$ cat src/rtl/rom_arbiter_if.sv
// Request/response bundle between the three bus masters and rom_arbiter.
// Index 0 = debug loader, 1 = core data, 2 = core fetch.
interface rom_arbiter_if #(
   parameter int AddrWidth = 32,
   parameter int DataWidth = 32
);
   logic [2:0]           req_i;
   logic [2:0]           we_i;
   logic [AddrWidth-1:0] addr_i  [3];
   logic [DataWidth-1:0] wdata_i [3];
   logic [2:0]           gnt_o;
   logic [2:0]           rvalid_o;
   logic [DataWidth-1:0] rdata_o;
   logic                 err_o;

   modport master (
      output req_i, we_i, addr_i, wdata_i,
      input  gnt_o, rvalid_o, rdata_o, err_o
   );

   modport slave (
      input  req_i, we_i, addr_i, wdata_i,
      output gnt_o, rvalid_o, rdata_o, err_o
   );
endinterface

$ cat src/rtl/rom_arbiter.sv
// Three-port arbiter for the shared instruction ROM: fixed priority for the
// debug loader, round-robin between core data/fetch, checked access, debug lock.
module rom_arbiter #(
   parameter int AddrWidth    = 32,
   parameter int DataWidth    = 32,
   parameter int NumWords     = 4096,
   parameter bit WriteProtect = 1'b1,
   parameter int LockTimeout  = 65535
) (
   input  logic                 clk_i,
   input  logic                 rst_i,
   rom_arbiter_if.slave         bus,
   input  logic                 dbg_lock_i,
   output logic                 lock_active_o,
   output logic                 lock_timeout_o,
   output logic                 mem_we_o,
   output logic [AddrWidth-1:0] mem_addr_o,
   output logic [DataWidth-1:0] mem_wdata_o,
   input  logic [DataWidth-1:0] mem_rdata_i
);

   localparam logic [0:0] StUnlocked = 1'b0;
   localparam logic [0:0] StLocked   = 1'b1;

   logic [0:0]           state_q, state_d;
   logic [15:0]          cnt_q, cnt_d;
   logic                 timeout_q, timeout_d;
   logic [1:0]           rr_q, rr_d;
   logic [2:0]           rvalid_q;
   logic [DataWidth-1:0] rdata_q, rdata_d;
   logic                 err_q, err_d;

   logic [2:0]           eligible;
   logic [2:0]           gnt;
   logic [1:0]           sel;
   logic                 any_gnt;
   logic [AddrWidth-1:0] sel_addr;
   logic                 sel_we;
   logic                 req_err;

   // NOTE: every signal assigned in always_comb gets a default first, so no
   // path leaves it unassigned and no latch is inferred.
   always_comb begin
      eligible = bus.req_i;
      if (state_q == StLocked) eligible = eligible & 3'b001;
      if (rst_i)               eligible = 3'b000;

      gnt = 3'b000;
      if (eligible[0])                     gnt = 3'b001;
      else if (eligible[1] && eligible[2]) gnt = (rr_q == 2'd2) ? 3'b100 : 3'b010;
      else if (eligible[1])                gnt = 3'b010;
      else if (eligible[2])                gnt = 3'b100;

      unique case (gnt)
         3'b001:  sel = 2'd0;
         3'b100:  sel = 2'd2;
         default: sel = 2'd1;
      endcase
      any_gnt  = |gnt;
      sel_addr = bus.addr_i[sel];
      sel_we   = bus.we_i[sel];

      // Out-of-range and protected writes still take the slot; only the ROM
      // strobe and the response change.
      req_err = (sel_addr[1:0] != 2'b00)
             || ({2'b00, sel_addr[AddrWidth-1:2]} >= AddrWidth'(NumWords))
             || (WriteProtect && sel_we && (sel != 2'd0));

      mem_we_o    = any_gnt && sel_we && !req_err;
      mem_addr_o  = any_gnt ? sel_addr : '0;
      mem_wdata_o = any_gnt ? bus.wdata_i[sel] : '0;

      rdata_d = (any_gnt && !sel_we && !req_err) ? mem_rdata_i : '0;
      err_d   = any_gnt && req_err;

      rr_d = rr_q;
      if (gnt[1]) rr_d = 2'd2;
      if (gnt[2]) rr_d = 2'd1;
   end

   always_comb begin
      state_d   = state_q;
      cnt_d     = cnt_q;
      timeout_d = timeout_q;
      if (!dbg_lock_i) timeout_d = 1'b0;

      unique case (state_q)
         StUnlocked: begin
            // A sticky timeout keeps the loader out until it drops its lock request.
            if (dbg_lock_i && !timeout_q) begin
               state_d = StLocked;
               cnt_d   = '0;
            end
         end
         StLocked: begin
            if (!dbg_lock_i) begin
               state_d = StUnlocked;
            end else if (cnt_q == 16'(LockTimeout - 1)) begin
               state_d   = StUnlocked;
               timeout_d = 1'b1;
            end else begin
               cnt_d = cnt_q + 16'd1;
            end
         end
         default: state_d = StUnlocked;
      endcase
   end

   // NOTE: sequential state uses non-blocking assignments so every register
   // samples the pre-edge values regardless of block evaluation order.
   always_ff @(posedge clk_i) begin
      if (rst_i) begin
         state_q   <= StUnlocked;
         cnt_q     <= '0;
         timeout_q <= 1'b0;
         rr_q      <= 2'd1;
         rvalid_q  <= 3'b000;
         rdata_q   <= '0;
         err_q     <= 1'b0;
      end else begin
         state_q   <= state_d;
         cnt_q     <= cnt_d;
         timeout_q <= timeout_d;
         rr_q      <= rr_d;
         rvalid_q  <= gnt;
         rdata_q   <= rdata_d;
         err_q     <= err_d;
      end
   end

   assign bus.gnt_o      = gnt;
   assign bus.rvalid_o   = rvalid_q;
   assign bus.rdata_o    = rdata_q;
   assign bus.err_o      = err_q;
   assign lock_active_o  = (state_q == StLocked);
   assign lock_timeout_o = timeout_q;

endmodule

$ cat src/flat_wrapper.sv
// flat-port wrapper written by rule: the top's interface ports become plain ports
module rom_arbiter_flat 
#(
   parameter int AddrWidth    = 32,
   parameter int DataWidth    = 32,
   parameter int NumWords     = 4096,
   parameter bit WriteProtect = 1'b1,
   parameter int LockTimeout  = 65535
)
  (clk_i, rst_i, dbg_lock_i, lock_active_o, lock_timeout_o, mem_we_o, mem_addr_o, mem_wdata_o, mem_rdata_i, bus_req_i, bus_we_i, bus_addr_i, bus_wdata_i, bus_gnt_o, bus_rvalid_o, bus_rdata_o, bus_err_o);
  rom_arbiter_if #(.AddrWidth(AddrWidth), .DataWidth(DataWidth)) bus_i ();
  input  logic clk_i;
  input  logic rst_i;
  input  logic dbg_lock_i;
  output logic lock_active_o;
  output logic lock_timeout_o;
  output logic mem_we_o;
  output logic [AddrWidth-1:0] mem_addr_o;
  output logic [DataWidth-1:0] mem_wdata_o;
  input  logic [DataWidth-1:0] mem_rdata_i;
  input wire logic [$bits(bus_i.req_i)-1:0] bus_req_i;
  input wire logic [$bits(bus_i.we_i)-1:0] bus_we_i;
  input wire logic [$bits(bus_i.addr_i)-1:0] bus_addr_i;
  input wire logic [$bits(bus_i.wdata_i)-1:0] bus_wdata_i;
  output wire logic [$bits(bus_i.gnt_o)-1:0] bus_gnt_o;
  output wire logic [$bits(bus_i.rvalid_o)-1:0] bus_rvalid_o;
  output wire logic [$bits(bus_i.rdata_o)-1:0] bus_rdata_o;
  output wire logic [$bits(bus_i.err_o)-1:0] bus_err_o;
  assign bus_i.req_i = bus_req_i;
  assign bus_i.we_i = bus_we_i;
  assign bus_i.addr_i = {>>{bus_addr_i}};
  assign bus_i.wdata_i = {>>{bus_wdata_i}};
  assign bus_gnt_o = bus_i.gnt_o;
  assign bus_rvalid_o = bus_i.rvalid_o;
  assign bus_rdata_o = bus_i.rdata_o;
  assign bus_err_o = bus_i.err_o;
  rom_arbiter #(.AddrWidth(AddrWidth), .DataWidth(DataWidth), .NumWords(NumWords), .WriteProtect(WriteProtect), .LockTimeout(LockTimeout)) u_core (.clk_i(clk_i), .rst_i(rst_i), .bus(bus_i), .dbg_lock_i(dbg_lock_i), .lock_active_o(lock_active_o), .lock_timeout_o(lock_timeout_o), .mem_we_o(mem_we_o), .mem_addr_o(mem_addr_o), .mem_wdata_o(mem_wdata_o), .mem_rdata_i(mem_rdata_i));
endmodule
$ cat config.mk
export PLATFORM = sky130hd
export DESIGN_NAME = rom_arbiter_flat
export DESIGN_NICKNAME = d
export VERILOG_FILES = /design/src/rtl/rom_arbiter_if.sv /design/src/rtl/rom_arbiter.sv /design/src/flat_wrapper.sv
export SDC_FILE = /design/constraint.sdc
export NUM_CORES = 1
export LEC_CHECK = 0
export ABC_AREA = 1
export CAP_MARGIN = 10
export CORE_MARGIN = 10
export CORE_UTILIZATION = 33
export CTS_CLUSTER_SIZE = 8
export DETAILED_ROUTE_END_ITERATION = 10
export PLACE_DENSITY = 0.86
export SKIP_CTS_REPAIR_TIMING = 1
export SLEW_MARGIN = 10
export SYNTH_ARGS = -nofsm -noshare
export SYNTH_HDL_FRONTEND = slang
export SYNTH_SLANG_ARGS = --single-unit
$ cat constraint.sdc
create_clock -name clk_i -period 2.45 [get_ports clk_i]
set_input_delay 0.245 -clock clk_i [delete_from_list [all_inputs] [get_ports clk_i]]
set_output_delay 0.245 -clock clk_i [all_outputs]
set_load 0.05 [all_outputs]
**Yosys cells after proc, flatten, opt, wreduce, memory -nomap -nowiden**

Index checks and enable logic that the tools add are counted.

- Output and inout port bits: 106
- Input port bits: 233
- Flip-flop bits (word level): 56

- Muxes and demuxes: 30
- $lt $le $gt $ge: 3
- Add/sub/neg operators: 1
- Reduce and logical (&&, ||, !) cells: 19
- Bitwise gates (word level): 3
- Eq/ne operators: 7

Operators by type and width:

| operator | number |
|---|---|
| 32-bit 2-to-1 mux | 6 |
| 32-bit binary-select mux with 2-bit select | 2 |
| 16-bit 2-to-1 mux | 3 |
| 16-bit one-hot mux with 2 select lines | 1 |
| 30-bit by 13-bit >= comparator with 1-bit output (second input constant) | 1 |
| 3-bit 2-to-1 mux | 7 |
| 16-bit by 1-bit adder with 16-bit output (second input constant) | 1 |
| 16-bit == test (second input constant) | 1 |
| 1-bit logical AND | 8 |
| 1-bit 2-to-1 mux | 8 |
| 2-bit != test (second input constant) | 2 |
| 2-bit one-hot mux with 2 select lines | 1 |
| 2-bit nonzero test | 2 |
| 2-bit OR reduction | 2 |
| 3-bit by 1-bit == test with 1-bit output (second input constant) | 1 |
| 3-bit == test (second input constant) | 1 |
| 3-bit >= comparator (second input constant) | 1 |
| 1-bit zero test | 3 |
| 2-bit by 3-bit < comparator with 1-bit output (second input constant) | 1 |
| 2-bit inverter with 3-bit output | 1 |
| 3-bit AND reduction | 1 |
| 3-bit OR reduction | 1 |
| 1-bit binary-select mux with 2-bit select | 1 |
| 2-bit == test (second input constant) | 1 |
| other kinds (4) | 6 |

**Depth between registers and ports, before layout**

- Depth after elaboration: 19
- Gate-level depth with buffers: 16
- Gate-level depth less buffers: 14

**Worst setup path before layout**

No wires, ideal clock.

- Kind: reg-to-output
- Start point: reg u_core.state_q (netlist: u_core.lock_active_o)
- End point: out mem_addr_o[10]
- Cell stages (with the launch flop): 9
- Buffers on the path: 2
- Arrival: 3.173 ns
- Slack: -0.968 ns
- Path through: dfxtp_1 > nor2_1 > nand2_1 > nand3_2 > inv_1 > buf_2 > buf_1 > a21oi_1 > a211oi_1

- Word-level cells in the longest chain between the ends: 13
- Elaborated cells on any way between the ends: 16
- Classes of those cells: eq/ne (2); mux (11); bitwise (1); reduce/logical (2)

RTL lines:

| item | RTL line | text |
|---|---|---|
| start, declared | rom_arbiter.sv:25 | `logic [0:0] state_q, state_d;` |
| start signal, assigned | rom_arbiter.sv:113 | `state_q <= StUnlocked;` |
| start signal, assigned | rom_arbiter.sv:121 | `state_q <= state_d;` |
| 3-bit 2-to-1 mux * | rom_arbiter.sv:45 | `if (state_q == StLocked) eligible = eligible & 3'b001;` |
| 3-bit 2-to-1 mux * | rom_arbiter.sv:46 | `if (rst_i) eligible = 3'b000;` |
| 3-bit 2-to-1 mux | rom_arbiter.sv:52 | `else if (eligible[2]) gnt = 3'b100;` |
| 3-bit 2-to-1 mux | rom_arbiter.sv:51 | `else if (eligible[1]) gnt = 3'b010;` |
| 3-bit 2-to-1 mux * | rom_arbiter.sv:50 | `else if (eligible[1] && eligible[2]) gnt = (rr_q == 2'd2) ? 3'b100 : 3'b010;` |
| 3-bit 2-to-1 mux * | rom_arbiter.sv:49 | `if (eligible[0]) gnt = 3'b001;` |
| named net bus_gnt_o[2] | flat_wrapper.sv:25 | `output wire logic [$bits(bus_i.gnt_o)-1:0] bus_gnt_o;` |
| 3-bit == test or 3-bit by 1-bit == test with 1-bit output (tied branches) | rom_arbiter.sv:54 | `unique case (gnt)` |
| 2-bit one-hot mux with 2 select lines | rom_arbiter.sv:54 |  |
| 2-bit inverter with 3-bit output (implied by the code) | rom_arbiter.sv:60 | `sel_addr = bus.addr_i[sel];` |
| 32-bit binary-select mux with 2-bit select | rom_arbiter.sv:60 |  |
| 32-bit 2-to-1 mux (implied by the code) (2 in a row) | rom_arbiter.sv:60 |  |
| 32-bit 2-to-1 mux * | rom_arbiter.sv:70 | `mem_addr_o = any_gnt ? sel_addr : '0;` |
| end, declared | flat_wrapper.sv:18 | `output logic [AddrWidth-1:0] mem_addr_o;` |

The timed path passes the listed nets; every way through them passes the cells marked *. The select of a mux whose other input is x is not followed.

**Worst setup path after layout**

- Start point: in bus_req_i[1]
- End point: out mem_we_o

- Word-level cells in the longest chain between the ends: 16
- Elaborated cells on any way between the ends: 25
- Classes of those cells: order compare (1); eq/ne (2); mux (11); bitwise (1); reduce/logical (10)

RTL lines:

| item | RTL line | text |
|---|---|---|
| start, declared | flat_wrapper.sv:21 | `input wire logic [$bits(bus_i.req_i)-1:0] bus_req_i;` |
| 3-bit 2-to-1 mux * | rom_arbiter.sv:45 |  |
| 3-bit 2-to-1 mux * | rom_arbiter.sv:46 |  |
| 3-bit 2-to-1 mux or 1-bit logical AND (tied branches) | rom_arbiter.sv:51, rom_arbiter.sv:50 |  |
| 3-bit 2-to-1 mux * | rom_arbiter.sv:50 |  |
| 3-bit 2-to-1 mux * | rom_arbiter.sv:49 |  |
| 3-bit == test or 3-bit by 1-bit == test with 1-bit output (tied branches) | rom_arbiter.sv:54 |  |
| 2-bit one-hot mux with 2 select lines | rom_arbiter.sv:54 |  |
| 2-bit inverter with 3-bit output (implied by the code) | rom_arbiter.sv:60 |  |
| 32-bit binary-select mux with 2-bit select | rom_arbiter.sv:60 |  |
| 32-bit 2-to-1 mux (implied by the code) (2 in a row) | rom_arbiter.sv:60 |  |
| 30-bit by 13-bit >= comparator with 1-bit output or 2-bit nonzero test (tied branches) | rom_arbiter.sv:66, rom_arbiter.sv:65 |  |
| 1-bit logical OR | rom_arbiter.sv:66 | `\|\| ({2'b00, sel_addr[AddrWidth-1:2]} >= AddrWidth'(NumWords))` |
| 1-bit logical OR | rom_arbiter.sv:67 | `\|\| (WriteProtect && sel_we && (sel != 2'd0));` |
| 1-bit zero test | rom_arbiter.sv:69 | `mem_we_o = any_gnt && sel_we && !req_err;` |
| 1-bit logical AND * | rom_arbiter.sv:69 |  |
| end, declared | flat_wrapper.sv:17 | `output logic mem_we_o;` |

Every way passes the cells marked *; elsewhere a longest branch is shown, timed or not. The select of a mux whose other input is x is not followed.

==> results by group <==
Timing
  – Final min period: about 2600 ps
  – Clock Skew: 5.66 ps
  – Relative slew margins: a little under three fifths
  – Max-slew violations: 0
  – RSZ-0062 raised after global routing: yes
  – Worst-margin pin slew: 638 ps
  – Setup TNS: -187 ps
  – Final period utilization: 105%
  – Max Clk Rate: 390 MHz
  – Fin. Hold Viols: 0
  – Setup violators final: 5
  – Final setup margin: -117 ps

Critical path
  – Slowest CP cell: clkdlybuf4s50_1
  – Delay-heaviest family, CP: buffers and inverters
  – Worst EP required: about 2200 ps
  – Buf/Inv on CP: 6
  – WS Path Type: in -> out
  – CP Cell Sequence: clkdlybuf4s50_1 > inv_1 > nor2_2 > nand2_2 > nand3_4 > buf_12 > clkinvlp_4 > buf_4 > nand2_1 > nand2_1 > nor2_1 > nand2_1 > nor2_2 > nand2_1 > nor2_2 > buf_6
  – CP endpoint kind: output port
  – RR Endpoint: u_core.bus.rdata_o[26]
  – Worst R2R Start: u_core.lock_active_o
  – R2r setup slk: ~180 ps
  – Crit-path max cell delay: around 450 ps
  – Worst EP arrival: between 2000 and 2500 ps
  – CP Max Fanout: 8
  – WP depth: 16
  – R2R cell count: 15
  – Most used cell, CP: nand2_1
  – Startpoint Class: primary input

Route
  – Post-route ant nets: 0
  – Initial drt markers: about 430
  – First-pass DRT Iterations: 5
  – Routed len/inst: roughly 18 um
  – DR vias/cell: between 4 and 5
  – Final WL: between 20 and 25 mm
  – DRC Markers: 0
  – Via count: 5794

Die
  – Vert. Die Dim: 130 um
  – Die W: between 100 and 150 um
  – Starting Density: about a third
  – Core area: between 0.01 and 0.015 mm^2
  – Area of the die: between 0.015 and 0.02 mm^2
  – Placement Rows: 40
  – Io pins: around 340

Yosys
  – Post-Syn Area per Cell: between 6 and 7 um^2
  – Syn_nets: approximately 900
  – Seq/Total Area, Yosys: approximately 28%
  – Post-synth EDFFs: 0
  – Count leader, synth: nand2_1
  – #FFs+latches synth: 56
  – Synth Warn #: 0
  – Post-Synthesis Cells: 656
  – Synth top cells by count: nand2_1, inv_1, nand3_1
  – Main flop type after synthesis: dfxtp_1
  – Mapped cell area: around 0.004 mm^2
  – Area share of the largest cell type after synthesis: between 20% and 30%
  – Area contributors post-synth: dfxtp_1, nand2_1, inv_1
  – Leading area contributor after synthesis: dfxtp_1
  – Unique cell type count in the Yosys netlist: 34
  – Ys async rst share: 0%

Clocking
  – Clk slew on worst S/H paths: roughly 70 ps
  – H-tree Lvls: 2
  – CTS tree: built
  – CTS Sinks: 56
  – Buffer levels on the longest clock path: 2
  – CTS buffer count: 5
  – Clock root cell: clkbuf_16
  – Clk_lat worst skew: 290 ps

Power and ir drop
  – Internal: 0.00211 W
  – Comb power frac: between 50% and 60%
  – Power per cell area: just over 400 mW/mm^2
  – Net switching power: about 0.0013 W
  – Register share of total power: between 20% and 30%
  – Clk pwr share: roughly a fifth
  – Switch share: between 30% and 40%
  – Maximum VDD drop: between 0.2 and 0.3 mV
  – LEAKAGE: 3.88 nW

Placed design
  – Place WS: -203 ps
  – # port buffers: ~340
  – DPL Wire Length: between 15 and 20 mm
  – Final Wtd Congestion: 0.934

Job
  – Max-Cap Viols: 0

Global routing
  – Total track usage: between 20% and 30%
  – Number of global-route vias before repair: about 5300
  – Total gr overflow: 0
  – Initial antenna violation count: 0
  – First-pass GRT wire length: between 20 and 30 mm
  – Largest net degree at the start of global routing: 61

Final layout
  – Ant diodes: 0
  – Fillers: around 900
  – Share of cells above drive strength 1: roughly a fifth
  – Final nets: around 1300
  – Synth-to-layout area growth: 110%

Worst hold path
  – Hold endpoint: u_core.lock_timeout_o
  – HP Class: in -> reg
  – Hold_sp: rst_i
  – Hold Path Depth: 3

Status
  – Status: finished with violations
  – Failing checks: setup timing
power by group through the flow:
| stage | sequential, W | clock [W] | combinational (W) |
|---|---|---|---|
| global route | 0.000923 | 0.000756 | 0.00188 |
| CTS | 0.000922 | 0.000719 | 0.00169 |
| detailed placement | 0.000943 | 0 | 0.00168 |
| floorplan | 0.000961 | 0 | 0.000865 |
| global placement | 0.000943 | 0 | 0.00166 |
| finish | 0.000923 | 0.000708 | 0.00179 |
logic make-up after synthesis:
family | after synthesis | share of synthesized area, %
AO/OA/AOI/OAI | 96 | 15.3
flip-flops | 56 | 27.9
XOR/XNOR | 7 | 1.53
adder cells (fa/ha/maj) | 2 | 0.623
buffers and inverters | 140 | 14.1
AND/OR/NAND/NOR | 355 | 40.5
stage by stage:
step / hold WS [ps] / power [W] / std cells / area (um^2) / util, %
2_1_floorplan: 314 / 0.00183 / 656 / 4180 / -
3_3_place_gp: 465 / 0.00261 / 1152 / 7900 / 66.0
3_5_place_dp: 480 / 0.00263 / 1152 / 7900 / 66.0
4_1_cts: 467 / 0.00333 / 1160 / 8040 / 67.2
5_1_grt: 428 / 0.00356 / 1172 / 8440 / 70.5
6_report: 400 / 0.00342 / 1172 / 8440 / 70.5
state kept, by name, indices dropped and copies added, names as in the netlist:
register               cells
u_core.bus.err_o           1
u_core.bus.rdata_o        32
u_core.bus.rvalid_o        3
u_core.cnt_q              16
u_core.lock_active_o       1
u_core.lock_timeout_o      1
u_core.rr_q                2
how the worst max path moves through the flow:
stage | from | to | slack, ps
finish | bus_req_i[1] | mem_we_o | -120
global route | bus_req_i[1] | mem_we_o | -310
CTS | rst_i | mem_we_o | -150
detailed placement | rst_i | u_core.bus.rdata_o[20] | -200
global placement | rst_i | u_core.bus.rdata_o[20] | -110
floorplan | u_core.lock_active_o | mem_addr_o[0] | -30
worst min-delay path, delay by kind of cell:
kind,cells,cell delay (ps)
and+or+nand+nor,1,40
buffers and inverters,2,370
metal layers:
layer  vias up  GRT usage (%)  part of all wire (%)
li1       2803              -                     -
met1      2637           22.5                    35
met2       313           41.0                    54
met3        41           6.69                   9.3
met4         0           4.17                   2.3
met5         -              0                     0
area by class of cell:
cell class	count	area, um^2	area share (%)
clock buffer	5	125	1.48
clock inverter	3	21.3	0.252
inverter	100	382	4.52
multi-input combinational	460	2580	30.5
sequential	56	1120	13.3
tap	147	184	2.18
timing repair buffer	401	4030	47.7
placed cells by master, fill, tap and decap left out, types with 2 or more instances in the layout:
cell             netlist  layout
clkdlybuf4s50_1        0     268
buf_12                 0      10
nand3b_1               2       2
inv_2                  2       2
nor2_2                24      24
nor2_1                56      54
dfxtp_1               56      55
nand4_1                5       5
ha_1                   2       2
o21ai_0                7       7
nor2_4                10      12
nand3_4                0       2
a211oi_4               0      12
a21oi_4                0       3
clkbuf_16              0      11
o211ai_1              37      37
nand3_1               71      71
clkinvlp_4             0       2
xor2_1                 6       6
a21oi_2                0       6
inv_1                 98      96
a21oi_1               35      26
or2_0                  9       9
buf_6                  4      26
nand2_1              170     167
dlymetal6s2s_1         0       2
nand2_2                2       4
buf_4                  1      88
No activity file was read; power rests on OpenSTA's default activity.
